[src/rtl/imm_target_pipe.sv]
`timescale 1ns/1ps
// imm_target_pipe
// Two-stage valid/ready pipeline between fetch and execute. Stage 1 decodes the
// instruction format from the opcode and builds the sign-extended immediate;
// stage 2 produces the PC-relative (B/J/AUIPC) or fall-through (pc + 4) target.
// XLEN selects RV32 (32) or RV64 (64). Flush kills everything in flight.
// Optional build macro IMM_TARGET_MISALIGN_EN: adds a 4-byte alignment check
// of PC-relative targets on out_misalign (otherwise out_misalign is tied 0).
module imm_target_pipe #(
  parameter int XLEN = 32,
  parameter int ILEN = 32
) (
  input  logic            clk,
  input  logic            rst,
  input  logic            flush,
  input  logic            in_valid,
  output logic            in_ready,
  input  logic [ILEN-1:0] in_instr,
  input  logic [XLEN-1:0] in_pc,
  output logic            out_valid,
  input  logic            out_ready,
  output logic [XLEN-1:0] out_imm,
  output logic [XLEN-1:0] out_target,
  output logic [2:0]      out_type,
  output logic            out_illegal,
  output logic            out_misalign
);

  // Format codes presented on out_type
  localparam logic [2:0] TYPE_NONE = 3'd0;
  localparam logic [2:0] TYPE_I    = 3'd1;
  localparam logic [2:0] TYPE_S    = 3'd2;
  localparam logic [2:0] TYPE_B    = 3'd3;
  localparam logic [2:0] TYPE_U    = 3'd4;
  localparam logic [2:0] TYPE_J    = 3'd5;

  // Major opcodes recognised by the decoder
  localparam logic [6:0] OP_IMM    = 7'b0010011;
  localparam logic [6:0] OP_LOAD   = 7'b0000011;
  localparam logic [6:0] OP_JALR   = 7'b1100111;
  localparam logic [6:0] OP_SYSTEM = 7'b1110011;
  localparam logic [6:0] OP_STORE  = 7'b0100011;
  localparam logic [6:0] OP_BRANCH = 7'b1100011;
  localparam logic [6:0] OP_LUI    = 7'b0110111;
  localparam logic [6:0] OP_AUIPC  = 7'b0010111;
  localparam logic [6:0] OP_JAL    = 7'b1101111;
  localparam logic [6:0] OP_OP     = 7'b0110011;
  localparam logic [6:0] OP_OP32   = 7'b0111011;

  localparam logic [XLEN-1:0] PC_STEP = XLEN'(4);

  // Decode results (combinational, in front of stage 1)
  logic [31:0]     imm32_next;
  logic [XLEN-1:0] imm_next;
  logic [2:0]      type_next;
  logic            illegal_next;
  logic            pcrel_next;

  // Stage 1 state
  logic            s1_valid_reg;
  logic [XLEN-1:0] s1_pc_reg;
  logic [XLEN-1:0] s1_imm_reg;
  logic [2:0]      s1_type_reg;
  logic            s1_illegal_reg;
  logic            s1_pcrel_reg;

  // Stage 2 state (drives the outputs directly)
  logic            s2_valid_reg;
  logic [XLEN-1:0] s2_imm_reg;
  logic [XLEN-1:0] s2_target_reg;
  logic [2:0]      s2_type_reg;
  logic            s2_illegal_reg;

  logic            s2_ready;
  logic [XLEN-1:0] target_next;

  // Opcode decode and 32-bit immediate assembly; every immediate is signed by instr[31]
  always_comb begin
    imm32_next   = '0;
    type_next    = TYPE_NONE;
    illegal_next = 1'b0;
    pcrel_next   = 1'b0;
    case (in_instr[6:0])
      OP_IMM, OP_LOAD, OP_JALR, OP_SYSTEM: begin
        type_next  = TYPE_I;
        imm32_next = {{20{in_instr[31]}}, in_instr[31:20]};
      end
      OP_STORE: begin
        type_next  = TYPE_S;
        imm32_next = {{20{in_instr[31]}}, in_instr[31:25], in_instr[11:7]};
      end
      OP_BRANCH: begin
        type_next  = TYPE_B;
        pcrel_next = 1'b1;
        imm32_next = {{19{in_instr[31]}}, in_instr[31], in_instr[7],
                      in_instr[30:25], in_instr[11:8], 1'b0};
      end
      OP_LUI: begin
        type_next  = TYPE_U;
        imm32_next = {in_instr[31:12], 12'b0};
      end
      OP_AUIPC: begin
        type_next  = TYPE_U;
        pcrel_next = 1'b1;
        imm32_next = {in_instr[31:12], 12'b0};
      end
      OP_JAL: begin
        type_next  = TYPE_J;
        pcrel_next = 1'b1;
        imm32_next = {{11{in_instr[31]}}, in_instr[31], in_instr[19:12],
                      in_instr[20], in_instr[30:21], 1'b0};
      end
      OP_OP, OP_OP32: begin
        // register-register forms: legal, no immediate
      end
      default: begin
        illegal_next = 1'b1;
      end
    endcase
  end

  // Widen the 32-bit immediate to XLEN by replicating its sign bit (no-op for RV32)
  assign imm_next[31:0] = imm32_next;
  genvar gi;
  generate
    for (gi = 32; gi < XLEN; gi++) begin : g_sext
      assign imm_next[gi] = imm32_next[31];
    end
  endgenerate

  // Handshake: a stage can take new data when empty or when its content moves on this cycle.
  // in_ready is also held high while reset is asserted.
  assign s2_ready = !s2_valid_reg || out_ready;
  assign in_ready = rst || !s1_valid_reg || s2_ready;

  // JALR falls through like every other non-PC-relative format (rs1 is unknown here)
  assign target_next = s1_pc_reg + (s1_pcrel_reg ? s1_imm_reg : PC_STEP);

  // Stage 1 register: captures pc and decode results of an accepted instruction
  always_ff @(posedge clk) begin
    if (rst) begin
      s1_valid_reg   <= 1'b0;
      s1_pc_reg      <= '0;
      s1_imm_reg     <= '0;
      s1_type_reg    <= TYPE_NONE;
      s1_illegal_reg <= 1'b0;
      s1_pcrel_reg   <= 1'b0;
    end else if (flush) begin
      s1_valid_reg <= 1'b0;
    end else if (in_ready) begin
      s1_valid_reg <= in_valid;
      if (in_valid) begin
        s1_pc_reg      <= in_pc;
        s1_imm_reg     <= imm_next;
        s1_type_reg    <= type_next;
        s1_illegal_reg <= illegal_next;
        s1_pcrel_reg   <= pcrel_next;
      end
    end
  end

  // Stage 2 register: holds the result stable until downstream takes it
  always_ff @(posedge clk) begin
    if (rst) begin
      s2_valid_reg   <= 1'b0;
      s2_imm_reg     <= '0;
      s2_target_reg  <= '0;
      s2_type_reg    <= TYPE_NONE;
      s2_illegal_reg <= 1'b0;
    end else if (flush) begin
      s2_valid_reg <= 1'b0;
    end else if (s2_ready) begin
      s2_valid_reg <= s1_valid_reg;
      if (s1_valid_reg) begin
        s2_imm_reg     <= s1_imm_reg;
        s2_target_reg  <= target_next;
        s2_type_reg    <= s1_type_reg;
        s2_illegal_reg <= s1_illegal_reg;
      end
    end
  end

`ifdef IMM_TARGET_MISALIGN_EN
  logic s2_misalign_reg;

  // Stage 2 alignment flag: PC-relative targets must be 4-byte aligned
  always_ff @(posedge clk) begin
    if (rst) begin
      s2_misalign_reg <= 1'b0;
    end else if (!flush && s2_ready && s1_valid_reg) begin
      s2_misalign_reg <= s1_pcrel_reg & (|target_next[1:0]);
    end
  end

  assign out_misalign = s2_misalign_reg;
`else
  assign out_misalign = 1'b0;
`endif

  assign out_valid   = s2_valid_reg;
  assign out_imm     = s2_imm_reg;
  assign out_target  = s2_target_reg;
  assign out_type    = s2_type_reg;
  assign out_illegal = s2_illegal_reg;

endmodule

[config.mk]
export PLATFORM = sky130hd
export DESIGN_NAME = imm_target_pipe
export DESIGN_NICKNAME = d
export VERILOG_FILES = /design/src/rtl/imm_target_pipe.sv
export SDC_FILE = /design/constraint.sdc
export NUM_CORES = 1
export LEC_CHECK = 0
export CORE_ASPECT_RATIO = 0.6
export CORE_MARGIN = 2
export CORE_UTILIZATION = 52
export DETAILED_ROUTE_END_ITERATION = 8
export GPL_ROUTABILITY_DRIVEN = 0
export PLACE_DENSITY = 0.8
export SYNTH_ARGS = -nofsm -noshare
export SYNTH_HDL_FRONTEND = slang
export SYNTH_SLANG_ARGS = --single-unit
[constraint.sdc]
create_clock -name clk -period 3.39 [get_ports clk]
set_input_delay 0.339 -clock clk [delete_from_list [all_inputs] [get_ports clk]]
set_output_delay 0.339 -clock clk [all_outputs]
set_load 0.03 [all_outputs]
==> metrics.md <==
| Metric | Value |
|---|---|
| Status | `complete, no violations` |
| Fill count | `1,019` |
| Fin crit share | `0.930` |
| Clock sink count | `139` |
| H-tree levels | `4` |
| Synth area leader | `dfxtp_1` |
| Multi-input logic area | `4010 um2` |
| R2R setup slack | `240 ps` |
| Clk pwr share | `0.486` |
| CP Class | `register to register` |
| I/O Buffers | `138` |
| Worst vdd ir | `268 uV` |
| Crit Path Max Fanout | `10` |
| Switch share | `0.247` |
| Pwr Density | `432 nW/um2` |
| Warnings, synthesis | `0` |
| Starting density of the core | `0.541` |
| Cell with the most instances after synthesis | `nand2_1` |
| DIE AREA | `14,500 um2` |
| Pwr Total | `0.00394 W` |
| Worst setup EP type | `register` |
| Register bit count reported by yosys | `139` |
| Final Non-Filler Cells | `1,196` |
| Row count | `32` |
| Wire per inst | `18.6 um` |
| Hold Vio Cnt, Final | `0` |
| I/O pin cnt | `140` |
| Hold buffer count at cts | `0` |
| Post-detailed-route count of antenna-violating nets | `0` |
| Nets | `1,116` |
| CP max stage cell | `fa_1` |
| Slew Viols, Final | `0` |
| Sw power | `0.000972 W` |
| Starting DRT DRC Count | `740` |
| Fin crit period | `3150 ps` |
| # diodes | `0` |
| Sequential area share after synthesis | `0.396` |
| Post-synth EDFFs | `0` |
| Distinct cells, synth | `62` |
| Skew final | `8.99 ps` |
| Synth area leaders | `dfxtp_1 40%, nand2_1 11%, a21oi_1 9.1%` |
| CTS root buf | `clkbuf_16` |
| DP HPWL | `15,700 um` |
| Final wirelength | `22,200 um` |
| Hold slack | `425 ps` |
| Worst-Margin Slew | `1140 ps` |
| Top FF cell, synth | `dfxtp_1` |
| Unrepaired setup endpoints after global routing | `no` |
| Achievable Freq | `317 MHz` |
| Hold Path Class | `input pin to register` |
| Setup total negative slack | `0 ps` |
| Pin count of the biggest net entering global routing | `104` |
| Combinational power share | `0.085` |
| Syn_area_per_cell | `7.78 um2` |
| Register area | `2780 um2` |
| Leakage | `3.47 nW` |
| Clock latency on the worst-skew pair | `420 ps` |
| Vias per inst | `6.13` |
| Core Box Area | `13,000 um2` |
| Internal Power | `0.00297 W` |
| Syn Nets | `1,006` |
| Initial antenna violation count | `0` |
| Placed Cells | `1,165` |
| Crit start category | `register` |
| GRT Total Usage | `0.301` |
| CTS buffer count | `17` |
| Number of global-route vias before repair | `6,487` |
| CP max stage delay | `400 ps` |
| CTS tree | `yes` |
| DRC violations left | `0` |
| Area growth syn-to-layout | `29.5%` |
| Detailed-route via count | `7,327` |
| Final Setup Violations | `0` |
| Width of the die | `154 um` |
| Clock buffer depth | `2` |
| Synthesized cell area | `7040 um2` |
| Post-synthesis async set-or-reset flop share | `0` |
| Post-synth top area share | `0.396` |
| Critical Path AT | `3470 ps` |
| Synth top cells by count | `204 x nand2_1, 139 x dfxtp_1, 128 x a21oi_1` |
| Crit-path cells | `and2_1 > ha_1 > fa_1 > a21o_1 > a221oi_2 > nor4_1 > o311a_1 > o21a_1 > or3_1 > a32o_1` |
| Grt total ovfl | `0` |
| Syn Inst Count | `904` |
| DRT Pass-1 Iters | `5` |
| CP Data Required Time | `3700 ps` |
| Max cap viols | `0` |
| Layout cells sized above 1 | `0.0585` |
| First-pass GRT wire length | `34,200 um` |
| Max_slew headroom | `0.238` |
| Sequential power share | `0.429` |
| CTS clk-pin slew, worst paths | `60 ps` |
| Die Y | `94.1 um` |
[final cells by class]
type,count,area share
multi-input cells,699,0.440
clock inverters,13,0.0184
repair buffers,151,0.163
flip-flops and latches,139,0.306
clock buffers,18,0.0471
inverters,6,0.00247
well taps,170,0.0233
[routing by layer]
layer	share of wire	vias to the layer above	track usage
met3	0.12	42	0.0710
met2	0.41	456	0.435
met5	0	-	0
met1	0.45	3415	0.445
met4	0.015	0	0.0818
li1	-	3414	-
[cells in the final DEF (no fill, tap or decap), types with 5 or more instances in the layout]
cell / Yosys / routed
nand2_1: 204 / 204
dfxtp_1: 139 / 138
clkdlybuf4s50_1: 0 / 137
a21oi_1: 128 / 128
nor2_1: 54 / 54
o21ai_0: 34 / 34
and2_1: 32 / 32
ha_1: 32 / 32
a22oi_1: 27 / 27
a21o_1: 19 / 19
nand3_1: 18 / 18
clkbuf_16: 0 / 17
nor3_1: 16 / 16
buf_4: 1 / 13
xnor2_1: 11 / 11
xor2_1: 9 / 9
and3_1: 8 / 8
nand3b_1: 7 / 7
a31oi_1: 6 / 6
inv_1: 6 / 6
a221oi_1: 6 / 6
nand4_1: 6 / 6
nor2b_1: 5 / 5
nand2b_1: 5 / 5
or3_1: 5 / 5
[logic make-up after synthesis]
logic type | after synthesis | share of synthesized area
other | 1 | 0.000533
xor gates and xnor gates | 20 | 0.0249
adders and majority gates | 33 | 0.0598
buffers and inverters | 66 | 0.0365
and+or+nand+nor | 375 | 0.240
AOI/OAI and AO/OA | 270 | 0.243
DFF | 139 | 0.396
[worst paths after layout]
kind,start,end,cells past startpoint
worst max register to register,s1_pcrel_reg$_SDFFE_PP0P_,out_target[26]$_SDFFE_PP0P_,10
worst max-delay path,s1_pcrel_reg$_SDFFE_PP0P_,out_target[26]$_SDFFE_PP0P_,10
worst min register to register,out_type[2]$_SDFFE_PP0P_,out_type[2]$_SDFFE_PP0P_,2
worst min-delay path,rst,s1_pc_reg[8]$_SDFFE_PP0P_,3
[repair_timing]
| action | in CTS | in global routing |
|---|---|---|
| setup buffers | 0 | 0 |
| endpoints found under the setup margin | 0 | 1 |
| gates resized for setup | 0 | 1 |
[critical path, delay by kind of cell (launching register included)]
family / cells / cell delay, ps
AOI/OAI and AO/OA: 5 / 1440
and+or+nand+nor: 3 / 650
DFF: 1 / 360
adders and majority gates: 2 / 600
[power by group through the flow]
stage	sequential (W)	combinational [W]	clock [W]
2_1_floorplan	0.00172	0.000170	0
6_report	0.00169	0.000336	0.00192
3_3_place_gp	0.00172	0.000322	0
3_5_place_dp	0.00172	0.000325	0
5_1_grt	0.00169	0.000360	0.00199
4_1_cts	0.00169	0.000328	0.00192
[metrics by stage]
step           instance area (um2)   util  setup slack (ps)
6_report                      9110  0.700               237
4_1_cts                       9110  0.700               243
3_5_place_dp                  8510  0.654               255
5_1_grt                       9110  0.700               106
2_1_floorplan                 7040      -               421
3_3_place_gp                  8510  0.654               389
(Power assumes the default switching activity.)
